--- config.mk ---
export PLATFORM = sky130hd
export DESIGN_NAME = bi_link_dir_ctrl
export DESIGN_NICKNAME = d
export VERILOG_FILES = /design/src/rtl/bi_link_dir_ctrl.sv
export SDC_FILE = /design/constraint.sdc
export NUM_CORES = 1
export LEC_CHECK = 0
export CAP_MARGIN = 20
export CELL_PAD_IN_SITES_DETAIL_PLACEMENT = 2
export CELL_PAD_IN_SITES_GLOBAL_PLACEMENT = 2
export CORE_UTILIZATION = 21
export DETAILED_ROUTE_END_ITERATION = 8
export HOLD_SLACK_MARGIN = 0.08
export PLACE_DENSITY = 0.86
export RECOVER_POWER = 50
export SYNTH_ARGS = -nofsm -noshare
export SYNTH_HDL_FRONTEND = slang
export SYNTH_SLANG_ARGS = --single-unit
--- constraint.sdc ---
create_clock -name clk -period 5.1 [get_ports clk]
set_input_delay 0.51 -clock clk [delete_from_list [all_inputs] [get_ports clk]]
set_output_delay 0.51 -clock clk [all_outputs]
set_load 0.01 [all_outputs]
--- src/rtl/bi_link_dir_ctrl.sv ---
// Direction controller for one end of a bidirectional 32-bit link.
// Passes a single ownership token to the far end, with a no-drive turnaround before every hand-off.
module bi_link_dir_ctrl #(
  parameter bit INIT_OWNER = 1'b1,
  parameter int MAX_BURST  = 8,
  parameter int TURN_CYC   = 1
) (
  input  logic        clk,
  input  logic        rst,
  input  logic        tx_valid,
  input  logic [31:0] tx_data,
  output logic        tx_ready,
  output logic        inout_select,
  output logic [31:0] link_out,
  output logic        link_valid_out,
  input  logic [31:0] link_in,
  input  logic        link_valid_in,
  output logic        rx_valid,
  output logic [31:0] rx_data,
  output logic        my_req,
  input  logic        peer_req,
  output logic        give_out,
  input  logic        give_in,
  output logic        err
);

  // state | meaning
  // OWN   | this end holds the token and may drive the bus
  // TURN  | token being released, neither end drives
  // PEER  | far end holds the token, idle here
  // REQ   | far end holds the token, my_req asserted
  typedef enum logic [1:0] {S_OWN, S_TURN, S_PEER, S_REQ} state_t;

  localparam int BW = (MAX_BURST > 1) ? $clog2(MAX_BURST + 1) : 1;
  localparam int TW = (TURN_CYC > 1) ? $clog2(TURN_CYC) : 1;
  localparam state_t S_INIT = INIT_OWNER ? S_OWN : S_PEER;

  state_t          r_state;
  logic [BW-1:0]   r_burst_cnt;
  logic [TW-1:0]   r_turn_cnt;
  logic            r_give_out;
  logic            r_rx_valid;
  logic [31:0]     r_rx_data;
  logic            r_err;

  logic w_own;
  logic w_at_max;
  logic w_accept;
  logic w_release;

  assign w_own     = (r_state == S_OWN);
  assign w_at_max  = (r_burst_cnt == BW'(MAX_BURST));
  // The release decision is made before acceptance, so a full burst blocks the next flit.
  assign w_release = peer_req & (~tx_valid | w_at_max);
  assign tx_ready  = w_own & ~(peer_req & w_at_max);
  assign w_accept  = tx_valid & tx_ready;

  assign inout_select   = w_accept & ~rst;
  assign link_valid_out = w_accept & ~rst;
  assign link_out       = tx_data;
  assign my_req         = (r_state == S_REQ);
  assign give_out       = r_give_out;
  assign rx_valid       = r_rx_valid;
  assign rx_data        = r_rx_data;
  assign err            = r_err;

  always_ff @(posedge clk or posedge rst) begin
    if (rst) begin
      r_state     <= S_INIT;
      r_burst_cnt <= '0;
      r_turn_cnt  <= '0;
      r_give_out  <= 1'b0;
      r_rx_valid  <= 1'b0;
      r_rx_data   <= '0;
      r_err       <= 1'b0;
    end else begin
      r_give_out <= 1'b0;
      r_rx_valid <= link_valid_in & ~w_own;
      if (link_valid_in)
        r_rx_data <= link_in;
      if ((give_in & (w_own | (r_state == S_TURN))) | (link_valid_in & w_own))
        r_err <= 1'b1;

      case (r_state)
        S_OWN: begin
          if (w_release) begin
            r_state     <= S_TURN;
            r_burst_cnt <= '0;
            r_turn_cnt  <= TW'(TURN_CYC - 1);
          end else if (w_accept & peer_req & ~w_at_max) begin
            r_burst_cnt <= r_burst_cnt + BW'(1);
          end
        end
        S_TURN: begin
          if (r_turn_cnt == '0) begin
            r_give_out <= 1'b1;
            r_state    <= S_PEER;
          end else begin
            r_turn_cnt <= r_turn_cnt - TW'(1);
          end
        end
        S_PEER: begin
          if (give_in)
            r_state <= S_OWN;
          else if (tx_valid)
            r_state <= S_REQ;
        end
        S_REQ: begin
          if (give_in)
            r_state <= S_OWN;
        end
        default: r_state <= S_INIT;
      endcase
    end
  end

endmodule

==> flow_summary.ini, run 1 <==
[synthesis]
synth_top_cell_by_area = dfrtp_1
muxShareOfSynthArea = 0.194
ys_seq_elements = 41
syn_inst = 149
synth_top_area_frac = 0.539
yosys-top-cells-area = dfrtp_1, mux2_2, buf_4, ha_1, buf_2
synth_edf_count = 0
synth-xor-area-share = 0
yosys.area_share.simple = 0.0611
ys_seq_area_frac = 0.539
syn_area_um2 = 1900
synth_warnings = 0
synth_compound_area_frac = 0.0361
synthTopCellsByCount = dfrtp_1, buf_4, mux2_2
post-synth-top-count-cell = dfrtp_1
synth_ff_type = dfrtp_1
synth.distinct_cells = 28
synth_top_family_by_area = multiplexers
synthArstFlopShare = 1.00
synth-adder-area-share = 0.0131
avgSynthCellArea_um2 = 12.8
syn_nets = 221

[placed_design]
placed_area_um2 = 2520
dp_hpwl_mm = 3.38
place_inst = 296
finalWeightedCongestion = 0.799
post-place-ws_ns = 2.49
port_buffers = 76

[run_status]
outcome = finished with violations
violations = capacitance limit, slew limit

[setup_path]
crit_arrival_ns = 2.82
cp_max_fo = 41
critPathKind = input port to async pin
reg2reg_from = r_burst_cnt[0]
crit_start = rst
start_kind = input port
reg2reg_depth = 5
critPathCaptureType = async pin
crit_required_ns = 5.04

[global_routing]
grt_pass1_wl_mm = 7.37
grtUsageTotal = 0.0986
grt_max_degree = 42
grt_overflow_total = 0
antenna_found_initial = 0
first_global_vias = 1419

[routing]
ant_nets = 0
drc = 0
drt_iter0_drc = 42
via_per_inst = 4.07
wl_mm = 4.59
routedWlPerCell_um = 15.1
vias = 1237
dr.pass1.iters = 4

[clocking]
cts_buffer_depth = 2
clk_latency_ns = 0.29
cts_buffers = 5
cts_tree = yes
post-cts-setup-buffer-count = 0
holdBufCountCts = 0
root_buffer = clkbuf_8
clk_pin_slew_worst_paths_ns = 0.08
h-tree-depth = 2
cts_resized = 0
cts_num_sinks = 41

[floorplanning]
die_h_um = 97.2
rows = 34
die-area_um2 = 9450
initial_utilization = 0.217
coreArea_um2 = 8760
die_w_um = 97.2
ios = 141

[cells_and_area]
drive_gt1_frac = 0.219
stdcell_area_um2 = 2660
antenna_cells = 0
area_growth_pct = 39.5
final_nets = 267
fin_util = 0.303
fin_cells = 304

[worst_hold_path]
holdPathStages = 1
min-delay-start = err
hp-class = register to register

[timing]
hold_viol_final = 0
finalMaxSlewViolations = 77
finalWorstPathRequiredPeriod_ns = 2.87
relSlewSlack = -0.502
finClkSkew_ns = 0.00394
rsz0062_at_grt = no
fin_ws_ns = 2.23
layout_worst_path_cycle_share = 0.564
finalSetupTns_ns = 0
worstMarginPinSlew_ns = 2.25
clock.fmax_ghz = 0.348
setup_viol = 0

[flow_run]
max-cap-violations = 2

[power_and_ir_drop]
powerDensity_nw_per_um2 = 360
pwr-share-clk = 0.335
p_switching_uw = 251
irDropWorstVdd_uv = 110
p_leak_uw = 0.00108
pwr-share-seq = 0.425
power_frac_comb = 0.240
p_sw_frac = 0.263
p_int_uw = 705
==> flip-flops by register name (all words and copies together), names as in the netlist <==
signal       flops
rx_data         32
r_state          2
rx_valid         1
give_out         1
r_burst_cnt      4
err              1
==> placed cells by master, fill, tap and decap left out, types with 2 or more instances in the layout <==
| master | synthesis | routed |
|---|---|---|
| bufinv_16 | 0 | 2 |
| clkbuf_8 | 0 | 5 |
| clkbuf_1 | 0 | 2 |
| clkdlybuf4s50_1 | 0 | 73 |
| inv_1 | 5 | 5 |
| mux2_2 | 32 | 32 |
| o21ai_1 | 3 | 3 |
| nand2_1 | 4 | 4 |
| dlygate4sd3_1 | 0 | 2 |
| dfrtp_1 | 41 | 41 |
| nand4_1 | 2 | 2 |
| nor2b_1 | 2 | 2 |
| ha_1 | 2 | 2 |
| nor2_1 | 4 | 4 |
==> through the flow <==
step           total power [uW]  hold slack, ns
2_1_floorplan               544           0.480
3_3_place_gp                634           0.472
3_5_place_dp                647           0.471
4_1_cts                     976           0.507
5_1_grt                    1010           0.515
6_report                    956           0.492
==> metal layers <==
metal	vias up	GRT usage	wire length, um	share of wire
li1	562	-	-	-
met1	617	0.119	1890	0.41
met2	50	0.168	2430	0.53
met3	8	0.0201	249	0.054
met4	0	0.0452	21	0.0046
met5	-	0	0	0
==> critical path, stage by stage <==
cell and delay, ns:
dlygate4sd3_1 0.56, inv_1 0.10, clkbuf_1 1.61
==> cells by family (layout without fill, tap and decap cells) <==
kind of cell	count (synthesis)	after routing
simple gates	20	20
flops	41	41
buf+inv	43	90
fa+ha+maj	2	2
mux	33	33
compound gates	10	10
==> area by class of cell <==
type / instances / area (um^2)
fillers: 961 / 6110
flip-flops and latches: 41 / 1030
repair buffers: 77 / 758
multi-input cells: 65 / 581
well taps: 108 / 135
clock buffers: 5 / 68.8
clock inverters: 3 / 68.8
inverters: 5 / 18.8
==> path summary, 6_finish.rpt <==
path | to | slack [ns]
max | rx_valid | 2.23
min | err | 0.49
max reg2reg | r_state[0] | 3.80
min reg2reg | err | 0.49
max in group clk | inout_select | 2.50
min in group asynchronous | rx_data[10] | 1.58
==> power groups by stage <==
stage	Clock, uW	Sequential [uW]	Combinational [uW]
2_1_floorplan	0	416	128
3_3_place_gp	0	409	226
3_5_place_dp	0	414	233
4_1_cts	334	408	235
5_1_grt	346	414	250
6_report	320	407	229
Note: power is estimated with default switching activity, not from simulation.
==> run 2, diff against run 1 <==
--- a/config.mk
+++ b/config.mk
@@ -8,10 +8,10 @@
 export CAP_MARGIN = 20
 export CELL_PAD_IN_SITES_DETAIL_PLACEMENT = 2
 export CELL_PAD_IN_SITES_GLOBAL_PLACEMENT = 2
-export CORE_UTILIZATION = 21
+export CORE_UTILIZATION = 17
 export DETAILED_ROUTE_END_ITERATION = 8
 export HOLD_SLACK_MARGIN = 0.08
-export PLACE_DENSITY = 0.86
+export PLACE_DENSITY = 0.75
 export RECOVER_POWER = 50
 export SYNTH_ARGS = -nofsm -noshare
 export SYNTH_HDL_FRONTEND = slang
==> constraint.sdc (replaced) <==
create_clock -name clk -period 2.5 [get_ports clk]
set_input_delay 0.25 -clock clk [delete_from_list [all_inputs] [get_ports clk]]
set_output_delay 0.25 -clock clk [all_outputs]
set_load 0.01 [all_outputs]
==> run 2 against run 1 <==
Against the previous run:
- the run now ends clean
- critical path depth grew 2
- sequential power grew 100%
- cell area grew 0.19%
==> flow_summary.ini, run 2 (synthesis gave the netlist of run 1 again) <==
[power_and_ir_drop]
p_leak_uw = 0.00107
p_switching_uw = 516
powerDensity_nw_per_um2 = 668
power_frac_comb = 0.263
irDropWorstVdd_uv = 217
pwr-share-clk = 0.268
p_int_uw = 1260
p_sw_frac = 0.290
pwr-share-seq = 0.469

[floorplanning]
die_h_um = 108
coreArea_um2 = 10900
ios = 141
rows = 38
die-area_um2 = 11600
die_w_um = 108
initial_utilization = 0.175

[setup_path]
path_buf_inv = 2
crit_required_ns = 2.25
cp_max_fo = 6
worstReg2RegEnd = r_state[0]
start_kind = register
crit_arrival_ns = 2.00
crit_chain = inv_1 > ha_1 > nand4b_1 > and4_1 > clkdlybuf4s50_1
regToRegSetupSlack_ns = 1.17
reg2reg_depth = 5
cp_top_family = buffers and inverters
crit_path_max_incr_delay_ns = 0.55
reg2reg_from = r_burst_cnt[0]
critPathCaptureType = output port
critPathSlowestCell = clkdlybuf4s50_1
critPathKind = register to output port

[timing]
setup_viol = 0
finalSetupTns_ns = 0
finClkSkew_ns = 0.0171
rsz0062_at_grt = no
relSlewSlack = 0.273
finalMaxSlewViolations = 0
clock.fmax_ghz = 0.445
finalWorstPathRequiredPeriod_ns = 2.25
worstMarginPinSlew_ns = 1.09
hold_viol_final = 0
layout_worst_path_cycle_share = 0.899

[cells_and_area]
multi_input_area_um2 = 581
area_growth_pct = 39.8
largest_reg_flops = 32
stdcell_area_um2 = 2660
final_cell_mix = clkdlybuf4s50_1, dfrtp_1, mux2_2, clkbuf_8, inv_1
drive_gt1_frac = 0.228
final-seq-area_um2 = 1030
final_nets = 268
final_common_cell = clkdlybuf4s50_1
fillers = 1197
antenna_cells = 0

[clocking]
cts_resized = 0
root_buffer = clkbuf_8
clk_latency_ns = 0.30
clk_pin_slew_worst_paths_ns = 0.10
cts_buffer_depth = 2
cts_num_sinks = 41
cts_buffers = 5
holdBufCountCts = 0
h-tree-depth = 2
post-cts-setup-buffer-count = 0
cts_tree = yes

[routing]
via_per_inst = 3.77
ant_nets = 0
drt_iter0_drc = 12
drc = 0
routedWlPerCell_um = 13.8
dr.pass1.iters = 2
wl_mm = 4.64
vias = 1271

[placed_design]
dp_hpwl_mm = 3.33
finalWeightedCongestion = 0.661
port_buffers = 76
placed_area_um2 = 2570

[worst_hold_path]
hp-class = input port to output port
min_to = link_out[19]
min-delay-start = tx_data[19]
holdPathStages = 0

[global_routing]
antenna_found_initial = 0
first_global_vias = 1431
grtUsageTotal = 0.0822
grt_pass1_wl_mm = 7.29
grt_max_degree = 42
grt_overflow_total = 0

[run_status]
outcome = finished, final reports clean

[flow_run]
max-cap-violations = 0
-- run 2: how the worst max path moves through the flow --
stage                   startpoint              to  slack [ns]  cells past startpoint
CTS                 r_burst_cnt[0]  link_valid_out        0.20                      5
detailed placement        peer_req  link_valid_out        0.42                      4
finish              r_burst_cnt[0]  link_valid_out        0.25                      5
global route        r_burst_cnt[0]  link_valid_out        0.15                      5
floorplan                      rst  link_valid_out        0.58                      3
global placement          peer_req  link_valid_out        0.46                      4
-- run 2: layer usage --
layer  GRT usage  part of all wire  up-vias
li1            -                 -      565
met1      0.0960              0.44      627
met2       0.138              0.46       64
met3      0.0291             0.083       15
met4      0.0294             0.013        0
met5           0                 0        -
-- run 2: final cells by class --
type,instances,area share
clock buffer,6,0.0310
tap,140,0.0658
multi-input combinational,65,0.218
inverter,5,0.00705
sequential,41,0.386
timing repair buffer,78,0.287
clock inverter,2,0.00517
-- run 2: power by group through the flow --
stage               combinational (uW)  clock [uW]  sequential, uW
finish                             468         476             832
global route                       514         529             846
CTS                                490         516             835
detailed placement                 488           0             847
global placement                   483           0             838
floorplan                          262           0             848
-- run 2: per-stage QoR --
stage | setup WS (ns) | hold WS [ns] | power [uW] | utilization | cells
floorplan | 0.579 | 0.343 | 1110 | - | 149
global placement | 0.458 | 0.484 | 1320 | 0.236 | 329
detailed placement | 0.420 | 0.492 | 1330 | 0.236 | 329
CTS | 0.204 | 0.491 | 1840 | 0.245 | 337
global route | 0.150 | 0.500 | 1890 | 0.244 | 337
finish | 0.252 | 0.500 | 1780 | 0.244 | 337
==> run 3, diff against run 2 <==
--- a/config.mk
+++ b/config.mk
@@ -9,6 +9,7 @@
 export CELL_PAD_IN_SITES_DETAIL_PLACEMENT = 2
 export CELL_PAD_IN_SITES_GLOBAL_PLACEMENT = 2
 export CORE_UTILIZATION = 17
+export CTS_CLUSTER_SIZE = 12
 export DETAILED_ROUTE_END_ITERATION = 8
 export HOLD_SLACK_MARGIN = 0.08
 export PLACE_DENSITY = 0.75
==> results of run 3 <==
No change in the layout: final DEF, timing and power equal those of run 2.
